===== config.mk =====
export PLATFORM = sky130hd
export DESIGN_NAME = rtc_set_controller
export DESIGN_NICKNAME = d
export VERILOG_FILES = /design/src/rtl/rtc_pkg.sv /design/src/rtl/key_debounce.sv /design/src/rtl/rtc_set_controller.sv
export SDC_FILE = /design/constraint.sdc
export NUM_CORES = 1
export LEC_CHECK = 0
export ABC_AREA = 0
export CAP_MARGIN = 20
export CORE_MARGIN = 3
export CORE_UTILIZATION = 25
export DETAILED_ROUTE_END_ITERATION = 16
export GPL_TIMING_DRIVEN = 1
export PLACE_DENSITY = 0.42
export SYNTH_ARGS = -nofsm -noshare
export SYNTH_HDL_FRONTEND = slang
export SYNTH_SLANG_ARGS = --single-unit

===== constraint.sdc =====
create_clock -name clk -period 4.7 [get_ports clk]
set_input_delay 0.94 -clock clk [delete_from_list [all_inputs] [get_ports clk]]
set_output_delay 0.94 -clock clk [all_outputs]
set_load 0.05 [all_outputs]

===== src/rtl/rtc_pkg.sv =====
// Shared types and helpers for the MM:SS.cc clock time-setting logic.
package rtc_pkg;

  // Encoding is visible on the mode LEDs, so values are fixed.
  typedef enum logic [1:0] {
    StRun    = 2'b00,
    StSetMin = 2'b01,
    StSetSec = 2'b10,
    StCommit = 2'b11
  } rtc_state_e;

  localparam logic [7:0] BcdMaxMs = 8'h59;

  // BCD increment 00..59 with wrap; any invalid BCD value is forced to 00.
  function automatic logic [7:0] bcd_inc_wrap(input logic [7:0] v);
    logic [3:0] tens;
    logic [3:0] units;
    tens  = v[7:4];
    units = v[3:0];
    if (tens > 4'd5 || units > 4'd9 || v == BcdMaxMs) begin
      return 8'h00;
    end else if (units == 4'd9) begin
      return {tens + 4'd1, 4'd0};
    end else begin
      return {tens, units + 4'd1};
    end
  endfunction

endpackage


===== src/rtl/key_debounce.sv =====
// Push-button conditioner: 2-flop synchroniser, tick-sampled debounce, press strobe.
module key_debounce #(
  parameter int unsigned DEB_TICKS = 2
) (
  input  logic clk,
  input  logic aclr,
  input  logic tick_i,
  input  logic key_n_i,
  output logic press_o,      // one clk after the accepting tick
  output logic pressed_o,    // accepted-low level
  output logic held_tick_o   // one clk after each further low tick while pressed
);

  localparam int unsigned CntW = $clog2(DEB_TICKS + 1);

  logic [1:0]      sync_q;
  logic            armed_q;
  logic            pressed_q;
  logic            press_q;
  logic            held_tick_q;
  logic [CntW-1:0] low_cnt_q;
  logic            key_low;

  assign key_low = ~sync_q[1];

  // Synchronise the raw key; idles released (high).
  always_ff @(posedge clk or negedge aclr) begin
    if (!aclr) begin
      sync_q <= 2'b11;
    end else begin
      sync_q <= {sync_q[0], key_n_i};
    end
  end

  // Debounce on tick samples; arming needs one high sample so a key held
  // through reset is not taken as a press.
  always_ff @(posedge clk or negedge aclr) begin
    if (!aclr) begin
      armed_q     <= 1'b0;
      pressed_q   <= 1'b0;
      press_q     <= 1'b0;
      held_tick_q <= 1'b0;
      low_cnt_q   <= '0;
    end else begin
      press_q     <= 1'b0;
      held_tick_q <= 1'b0;
      if (tick_i) begin
        if (!key_low) begin
          armed_q   <= 1'b1;
          pressed_q <= 1'b0;
          low_cnt_q <= '0;
        end else if (pressed_q) begin
          held_tick_q <= 1'b1;
        end else if (armed_q) begin
          if (low_cnt_q == CntW'(DEB_TICKS - 1)) begin
            pressed_q <= 1'b1;
            press_q   <= 1'b1;
            low_cnt_q <= '0;
          end else begin
            low_cnt_q <= low_cnt_q + 1'b1;
          end
        end
      end
    end
  end

  assign press_o     = press_q;
  assign pressed_o   = pressed_q;
  assign held_tick_o = held_tick_q;

endmodule


===== src/rtl/rtc_set_controller.sv =====
// Time-setting sequencer: freezes the counter chain, edits MM then SS in BCD,
// issues a one-cycle parallel load and drives blink blanking.
module rtc_set_controller
  import rtc_pkg::*;
#(
  parameter int unsigned DEB_TICKS     = 2,
  parameter int unsigned REPEAT_DELAY  = 50,
  parameter int unsigned REPEAT_PERIOD = 10,
  parameter int unsigned BLINK_TICKS   = 25,
  parameter int unsigned TIMEOUT_TICKS = 1000
) (
  input  logic       clk,
  input  logic       aclr,
  input  logic       tick_10ms_i,
  input  logic       key_mode_n_i,
  input  logic       key_inc_n_i,
  input  logic [7:0] cur_min_i,
  input  logic [7:0] cur_sec_i,
  output logic       run_en_o,
  output logic       load_o,
  output logic [7:0] load_min_o,
  output logic [7:0] load_sec_o,
  output logic       load_clr_cc_o,
  output logic [1:0] blank_mask_o,
  output logic [1:0] mode_o
);

  localparam int unsigned RepW   = $clog2(REPEAT_DELAY + 1);
  localparam int unsigned BlinkW = $clog2(BLINK_TICKS + 1);
  localparam int unsigned ToW    = $clog2(TIMEOUT_TICKS + 1);

  logic mode_stb, mode_pressed, mode_held_tick;
  logic inc_press, inc_pressed, inc_held_tick;
  logic unused_mode_lvl;

  key_debounce #(.DEB_TICKS(DEB_TICKS)) u_deb_mode (
    .clk        (clk),
    .aclr       (aclr),
    .tick_i     (tick_10ms_i),
    .key_n_i    (key_mode_n_i),
    .press_o    (mode_stb),
    .pressed_o  (mode_pressed),
    .held_tick_o(mode_held_tick)
  );

  key_debounce #(.DEB_TICKS(DEB_TICKS)) u_deb_inc (
    .clk        (clk),
    .aclr       (aclr),
    .tick_i     (tick_10ms_i),
    .key_n_i    (key_inc_n_i),
    .press_o    (inc_press),
    .pressed_o  (inc_pressed),
    .held_tick_o(inc_held_tick)
  );

  // Mode key needs only its press strobe.
  assign unused_mode_lvl = mode_pressed ^ mode_held_tick;

  // Auto-repeat: count held ticks; fire at REPEAT_DELAY then every REPEAT_PERIOD.
  logic [RepW-1:0] rep_cnt_q;
  logic            rep_fire;
  logic            inc_stb;

  assign rep_fire = inc_held_tick && (rep_cnt_q == RepW'(REPEAT_DELAY - 1));
  assign inc_stb  = inc_press | rep_fire;

  // Repeat counter, cleared while the key is released.
  always_ff @(posedge clk or negedge aclr) begin
    if (!aclr) begin
      rep_cnt_q <= '0;
    end else if (!inc_pressed) begin
      rep_cnt_q <= '0;
    end else if (inc_held_tick) begin
      rep_cnt_q <= rep_fire ? RepW'(REPEAT_DELAY - REPEAT_PERIOD) : rep_cnt_q + 1'b1;
    end
  end

  rtc_state_e        state_q;
  logic [7:0]        edit_min_q, edit_sec_q;
  logic              run_en_q, load_q, load_clr_cc_q;
  logic [7:0]        load_min_q, load_sec_q;
  logic [1:0]        blank_mask_q;
  logic [BlinkW-1:0] blink_cnt_q;
  logic              blink_ph_q;
  logic [ToW-1:0]    to_cnt_q;

  logic              in_set, blink_wrap, to_expire;
  logic [BlinkW-1:0] blink_entry;
  logic [ToW-1:0]    to_entry;

  assign in_set     = (state_q == StSetMin) || (state_q == StSetSec);
  assign blink_wrap = tick_10ms_i && (blink_cnt_q == BlinkW'(BLINK_TICKS - 1));
  assign to_expire  = tick_10ms_i && (to_cnt_q == ToW'(TIMEOUT_TICKS - 1));
  // A tick landing on a state entry is counted in the new state.
  assign blink_entry = BlinkW'(tick_10ms_i);
  assign to_entry    = ToW'(tick_10ms_i);

  // Edit FSM with its blink/timeout counters and registered outputs.
  // Later assignments in the case override the generic counter update.
  always_ff @(posedge clk or negedge aclr) begin
    if (!aclr) begin
      state_q       <= StRun;
      edit_min_q    <= '0;
      edit_sec_q    <= '0;
      run_en_q      <= 1'b1;
      load_q        <= 1'b0;
      load_clr_cc_q <= 1'b0;
      load_min_q    <= '0;
      load_sec_q    <= '0;
      blank_mask_q  <= '0;
      blink_cnt_q   <= '0;
      blink_ph_q    <= 1'b0;
      to_cnt_q      <= '0;
    end else begin
      load_q        <= 1'b0;
      load_clr_cc_q <= 1'b0;
      if (in_set && tick_10ms_i) begin
        to_cnt_q <= to_cnt_q + 1'b1;
        if (blink_wrap) begin
          blink_cnt_q  <= '0;
          blink_ph_q   <= ~blink_ph_q;
          blank_mask_q <= (state_q == StSetMin) ? {~blink_ph_q, 1'b0} : {1'b0, ~blink_ph_q};
        end else begin
          blink_cnt_q <= blink_cnt_q + 1'b1;
        end
      end
      unique case (state_q)
        StRun: begin
          if (mode_stb) begin
            state_q      <= StSetMin;
            edit_min_q   <= cur_min_i;
            edit_sec_q   <= cur_sec_i;
            run_en_q     <= 1'b0;
            blink_cnt_q  <= blink_entry;
            blink_ph_q   <= 1'b0;
            to_cnt_q     <= to_entry;
            blank_mask_q <= '0;
          end
        end
        StSetMin: begin
          if (mode_stb) begin
            state_q      <= StSetSec;
            blink_cnt_q  <= blink_entry;
            blink_ph_q   <= 1'b0;
            to_cnt_q     <= to_entry;
            blank_mask_q <= '0;
          end else if (inc_stb) begin
            edit_min_q <= bcd_inc_wrap(edit_min_q);
            to_cnt_q   <= '0;
          end else if (to_expire) begin
            state_q      <= StRun;
            run_en_q     <= 1'b1;
            blink_cnt_q  <= '0;
            blink_ph_q   <= 1'b0;
            to_cnt_q     <= '0;
            blank_mask_q <= '0;
          end
        end
        StSetSec: begin
          if (mode_stb) begin
            state_q       <= StCommit;
            load_q        <= 1'b1;
            load_clr_cc_q <= 1'b1;
            load_min_q    <= edit_min_q;
            load_sec_q    <= edit_sec_q;
            blink_cnt_q   <= '0;
            blink_ph_q    <= 1'b0;
            to_cnt_q      <= '0;
            blank_mask_q  <= '0;
          end else if (inc_stb) begin
            edit_sec_q <= bcd_inc_wrap(edit_sec_q);
            to_cnt_q   <= '0;
          end else if (to_expire) begin
            state_q      <= StRun;
            run_en_q     <= 1'b1;
            blink_cnt_q  <= '0;
            blink_ph_q   <= 1'b0;
            to_cnt_q     <= '0;
            blank_mask_q <= '0;
          end
        end
        StCommit: begin
          state_q  <= StRun;
          run_en_q <= 1'b1;
        end
        default: begin
          state_q  <= StRun;
          run_en_q <= 1'b1;
        end
      endcase
    end
  end

  assign run_en_o      = run_en_q;
  assign load_o        = load_q;
  assign load_min_o    = load_min_q;
  assign load_sec_o    = load_sec_q;
  assign load_clr_cc_o = load_clr_cc_q;
  assign blank_mask_o  = blank_mask_q;
  assign mode_o        = state_q;

endmodule


# Word level (Yosys, flattened, before mapping)
# Index checks and enable logic that the tools add are counted.
[op_classes] add_sub_neg=9 reduce_logical=25 n_mux=83 eq_ne=25 order_cmp=4 n_bitwise=2
[ops] cell="two-way mux 8 bit" n=10
[ops] cell="two-way mux 10 bit" n=6
[ops] cell="two-way mux 2 bit" n=20
[ops] cell="two-way mux 5 bit" n=7
[ops] cell="case mux 8 bit (2 select lines)" n=2
[ops] cell="case mux 10 bit (3 select lines)" n=1
[ops] cell="two-way mux 1 bit" n=29
[ops] cell="two-way mux 6 bit" n=3
[ops] cell="adder 4 x 1 -> 4 bit, second input constant" n=4
[ops] cell="equality test 8 x 7 -> 1 bit, second input constant" n=2
[ops] cell="case mux 5 bit (3 select lines)" n=1
[ops] cell="inequality test 2 bit, second input constant" n=7
[ops] cell="AND reduction 4 bit" n=3
[ops] cell="adder 10 x 1 -> 10 bit, second input constant" n=1
[ops] cell="equality test 10 bit, second input constant" n=1
[ops] cell="AND reduction 5 bit" n=2
[ops] cell="equality test 4 bit, second input constant" n=2
[ops] cell="> comparator 4 x 3 -> 1 bit, second input constant" n=2
[ops] cell="> comparator 4 bit, second input constant" n=2
[ops] cell="inequality test 2 x 1 -> 1 bit, second input constant" n=4
[ops] cell="case mux 2 bit (4 select lines)" n=1
[ops] cell="nonzero test 2 bit" n=4
[ops] cell="adder 6 x 1 -> 6 bit, second input constant" n=1
[ops] cell="equality test 2 x 1 -> 1 bit, second input constant" n=3
[ops] cell="17 further kinds" n=30
[totals] input_bits=21 elab_cells=173 reg_bits=75

# Depth between registers and ports, before layout
[depth] ltp_word=8 depth_mapped=8 ltp_nobuf=7

# Hierarchy
# A second synthesis with hierarchy kept.
[unflattened] cells_unflattened=387 area_unflattened_um2=3903.7
[by_module_without_submodules] mod="rtc_set_controller" instances=1 cells_each=343 area_each_um2=3333.2
[by_module_without_submodules] mod="key_debounce" instances=2 cells_each=22 area_each_um2=285.3

# Least setup slack after synthesis
# Ideal clock, no wire load.
[synth_path] path_type="register -> register" startpoint="reg state_q[0] (netlist: mode_o[0])" endpoint="reg edit_min_q[4]" n_path_buf=0 synth_period_minus_slack_ns=2.274 setup_ns=0.127 t_arrival_ns=2.146 path_stages_with_launch=6 required_time_ns=4.573 path_slack_ns=2.426 path_cell_list="dfrtp_1 -> inv_1 -> ha_1 -> or2_1 -> a2111oi_4 -> mux2_1"
[synth_between] elab_chain_len=3 elab_cells_between_ends=9
[synth_lines] element="from (decl)" line_no="rtc_set_controller.sv:78" text="rtc_state_e state_q;"
[synth_lines] element="from (signal assigned)" line_no="rtc_set_controller.sv:102" text="state_q <= StRun;"
[synth_lines] element="from (signal assigned)" line_no="rtc_set_controller.sv:130" text="state_q <= StSetMin;"
[synth_lines] element="from (signal assigned)" line_no="rtc_set_controller.sv:142" text="state_q <= StSetSec;"
[synth_lines] element="equality test 2 x 1 -> 1 bit / logical NOT 2 bit (equally long branches)" line_no="rtc_set_controller.sv:127" text="unique case (state_q)"
[synth_lines] element="inequality test 3 x 1 -> 1 bit (no line) (tied with other cells)"
[synth_lines] element="AND reduction 5 bit (no line)"
[synth_lines] element="to (signal assigned)" line_no="rtc_set_controller.sv:131" text="edit_min_q <= cur_min_i;"
[synth_lines] element="to (signal assigned)" line_no="rtc_set_controller.sv:148" text="edit_min_q <= bcd_inc_wrap(edit_min_q);"
[synth_lines] element="to (decl)" line_no="rtc_set_controller.sv:79" text="logic [7:0] edit_min_q, edit_sec_q;"
# Parallel ways exist; a longest one is shown, timed or not.
# A chain may end at the register's enable or synchronous reset.

# Worst setup path in the final report
[layout_path] startpoint="in tick_10ms_i" endpoint="reg blink_cnt_q[3]"
[layout_between] elab_chain_len=7 elab_cells_between_ends=11
[layout_lines] element="from (decl)" line_no="rtc_set_controller.sv:14" text="input logic tick_10ms_i,"
[layout_lines] element="logical AND 1 bit" line_no="rtc_set_controller.sv:92" text="assign blink_wrap = tick_10ms_i && (blink_cnt_q == BlinkW'(BLINK_TICKS - 1));"
[layout_lines] element="two-way mux 5 bit" line_no="rtc_set_controller.sv:119" text="if (blink_wrap) begin"
[layout_lines] element="two-way mux 5 bit" line_no="rtc_set_controller.sv:117" text="if (in_set && tick_10ms_i) begin"
[layout_lines] element="two-way mux 5 bit" line_no="rtc_set_controller.sv:150, rtc_set_controller.sv:173"
[layout_lines] element="two-way mux 5 bit" line_no="rtc_set_controller.sv:170" text="end else if (inc_stb) begin"
[layout_lines] element="two-way mux 5 bit (on tied branches)" line_no="rtc_set_controller.sv:160, rtc_set_controller.sv:141"
[layout_lines] element="case mux 5 bit (3 select lines) (*)" line_no="rtc_set_controller.sv:127"
[layout_lines] element="to (signal assigned)" line_no="rtc_set_controller.sv:124" text="blink_cnt_q <= blink_cnt_q + 1'b1;"
[layout_lines] element="to (signal assigned)" line_no="rtc_set_controller.sv:134" text="blink_cnt_q <= blink_entry;"
[layout_lines] element="to (signal assigned)" line_no="rtc_set_controller.sv:143" text="blink_cnt_q <= blink_entry;"
[layout_lines] element="to (decl)" line_no="rtc_set_controller.sv:83" text="logic [BlinkW-1:0] blink_cnt_q;"
# Mark *: on every way between the ends. The rest lies on a longest branch, timed or not.

==> metrics <==
wire length of the first global-routing pass 14,600 um; final core occ 0.316; critical path arrival 3.09 ns; antenna violations before repair 0; number of iterations in the first detailed-routing pass 4; endpoint of the worst hold-timing path u_deb_inc.sync_q[1]$_DFF_PN1_; reg2reg start mode_o[1]$_DFFE_PN0N_; Worst Hold Slack ~0.35 ns; die span in y about 130 um; highest clock rate roughly 350 MHz; CTS Sinks between 70 and 80; Post-CTS Resized 0; number of design-rule violations left by the first detailed-router iteration just under 90; CTS root buf clkbuf_16; worst hold path depth 0; Final #Nets between 400 and 500; CTS H-Tree Depth 3; number of failing setup endpoints in the final timing report 0; type of the worst min-delay path reg -> reg; fin cells around 640; sequential area share after synthesis 0.474; mapped cell area around 4000 um^2; placed standard-cell area between 4000 and 5000 um^2; starting utilization of the core area 0.259; Worst Setup Start Kind primary input; maximum fanout count along the critical path 19; number of enable flip-flop cells after synthesis 0; Buffers on Ports 43; Clock transition at path regs roughly 0.050 ns; final-layout setup total negative slack 0 ns; endpoint class of the critical path flip-flop; ports placed on the boundary between 40 and 50; CP max stage delay ~0.84 ns; HPWL reported at the end of detailed placement 6110 um; Leakage between 2 and 2.5 nW; Detailed Route WL approximately 9000 um; Hold Startpoint u_deb_inc.sync_q[0]$_DFF_PN1_; Post-Synthesis Net Count about 420; synthesized area per cell a little over 10 um^2; final worst clock skew roughly 0.0071 ns; Warnings, synthesis 0; required time worst endpoint 4.92 ns; pin count of the biggest net entering global routing 76; most used flip-flop cell after synthesis dfrtp_1; Std-Cell Core Area around 15,000 um^2; synthesized instance count a little under 400; run status completed; dpl cells roughly 630; clock network latency to the later pin of the worst-skew pair between 0.3 and 0.4 ns; ANT cells 0; post-synthesis async set-or-reset flop share 1.00; max-slew violation count 0; crit path time final approximately 2.9 ns; unique cell type count in the Yosys netlist 65; slack of the worst reg-to-reg path approximately 2.3 ns; via count of the first global-routing pass ~2,900; Reg-to-Reg End edit_min_q[4]$_DFFE_PN0P_; maximum VDD drop ~0.2 mV; clock tree from TritonCTS built; post-route cell area ~4900 um^2; clock buffer count from CTS 9; #FFs+latches synth 75; Vias 2,892; max-capacitance violation count 0; worst-path cell with the longest stage delay clkdlybuf4s50_1; area of the multi-input gates 1910 um^2; routability-driven placement congestion ratio 0.768; average detailed-routed wire length per instance roughly 14 um; Setup Buffers After CTS 0; cells traversed along the worst timing path clkdlybuf4s50_1, and2_1, nand2_1, nor3_2, o21bai_1, nor2_1; fill cell instance count of the final layout ~1,600; hold bufs inserted after CTS 0; area taken by flip-flops and latches 1880 um^2; transition at the pin with the smallest max-transition slack about 0.83 ns; Post-DRT Antenna Nets 0; Final Hold Vio Count 0; unrepaired setup endpoints after global routing no; maximum buffer depth of the clock tree 2; routed vias/inst ~4.5; ratio of cells with drive above 1 in the final layout 0.104; normalized max-slew margin 0.443; Power per Cell Area between 400 and 500 nW/um^2; total global routing track utilization 0.104; overall overflow remaining after global route 0; Final period util 0.612; row count 45; kind of critical path in -> reg; Layout area overhead 22.3%; Post-route DRC 0; Die Outline Area about 17,000 um^2; worst r2r path cells 6; horizontal extent of the die roughly 130 um
==> cell usage in the layout (no fill, tap or decap), types with 3 or more instances in the layout <==
cell	instances
a211oi_1	5
a21boi_1	3
a21o_1	5
a21oi_1	23
a22o_1	5
and2_1	5
and3_1	4
clkbuf_1	4
clkbuf_16	9
clkdlybuf4s50_1	42
dfrtp_1	70
dfstp_2	5
ha_1	16
inv_1	23
mux2_2	11
mux2i_1	8
nand2_1	29
nand2b_1	4
nand3_1	6
nand4_1	5
nor2_1	38
nor2b_1	4
nor3_1	6
nor4_1	3
o21ai_0	8
o21ai_1	17
o22ai_1	4
o2bb2ai_1	3
or2_1	4
xnor2_1	6
xor2_1	10
==> synthesized netlist by cell type, types with 4 or more instances <==
master     n  share of area
o21ai_0    8          0.010
nor2b_1    4         0.0063
nand2b_1   4         0.0063
mux2i_1    8          0.020
xnor2_1    6          0.013
o22ai_1    4         0.0063
nor2_1    38          0.036
xor2_1    10          0.022
a22o_1     5          0.011
a211oi_1   5         0.0094
nand2_1   29          0.027
inv_1     23          0.022
o21ai_1   17          0.021
ha_1      16          0.050
and2_1     5         0.0079
nand3_1    6         0.0076
mux2_2    11          0.031
or2_1      4         0.0063
buf_2      6         0.0076
dfstp_2    5          0.033
nand4_1    5         0.0079
nor3_1     6         0.0076
a21oi_1   23          0.029
dfrtp_1   70           0.44
and3_1     4         0.0063
a21o_1     5         0.0094
==> metal layers <==
metal / global-route usage / vias up / routed length, um
li1: - / 1441 / -
met1: 0.136 / 1395 / 4240
met2: 0.160 / 49 / 4000
met3: 0.0466 / 7 / 446
met4: 0.0239 / 0 / 67
met5: 0 / - / 0
==> registers in the layout (all words and copies together) (netlist names), 2 cells and up <==
signal	flops
blank_mask_o	2
blink_cnt_q	5
edit_min_q	8
edit_sec_q	8
load_min_o	8
load_sec_o	8
mode_o	2
rep_cnt_q	6
to_cnt_q	10
u_deb_inc.low_cnt_q	2
u_deb_inc.sync_q	2
u_deb_mode.low_cnt_q	2
u_deb_mode.sync_q	2
==> kinds of logic after synthesis <==
group           share of synthesized area
fa+ha+maj                          0.0504
flops                               0.474
mux                                0.0541
compound gates                      0.175
simple gates                        0.166
buf+inv                            0.0463
xor+xnor                           0.0353
==> critical path, delay by kind of cell <==
kind	cells	cell delay (ns)
AOI/OAI and AO/OA	1	0.23
and+or+nand+nor	4	1.08
buffers and inverters	1	0.84
==> where the power goes <==
part	internal [mW]	switching [mW]	total, mW	leakage, nW
Sequential	0.764	0.156	0.920	0.978
Combinational	0.300	0.423	0.723	0.913
Clock	0.372	0.262	0.633	0.127
==> through the flow <==
stage / setup slack (ns) / power, mW
after CTS: 1.80 / 2.32
after global routing: 1.58 / 2.44
final: 1.83 / 2.28
after detailed placement: 1.45 / 1.67
after global placement: 1.48 / 1.66
after floorplan: 2.43 / 1.47
==> final cells by class <==
cell class / instances / area share
timing repair buffer: 44 / 0.0922
multi-input combinational: 272 / 0.393
sequential: 75 / 0.387
clock inverter: 2 / 0.00257
clock buffer: 14 / 0.0523
inverter: 24 / 0.0185
tap: 211 / 0.0543
==> worst max-delay path by stage <==
stage,from,endpoint,slack (ns),cells past startpoint
2_1_floorplan,mode_o[0]$_DFFE_PN0N_,edit_min_q[4]$_DFFE_PN0P_,2.43,5
3_3_place_gp,tick_10ms_i,blink_cnt_q[2]$_DFF_PN0_,1.48,6
3_5_place_dp,tick_10ms_i,blink_cnt_q[3]$_DFF_PN0_,1.45,6
4_1_cts,tick_10ms_i,blink_cnt_q[3]$_DFF_PN0_,1.80,6
5_1_grt,tick_10ms_i,blink_cnt_q[3]$_DFF_PN0_,1.58,6
6_report,tick_10ms_i,blink_cnt_q[3]$_DFF_PN0_,1.83,6
(Power assumes the default switching activity.)
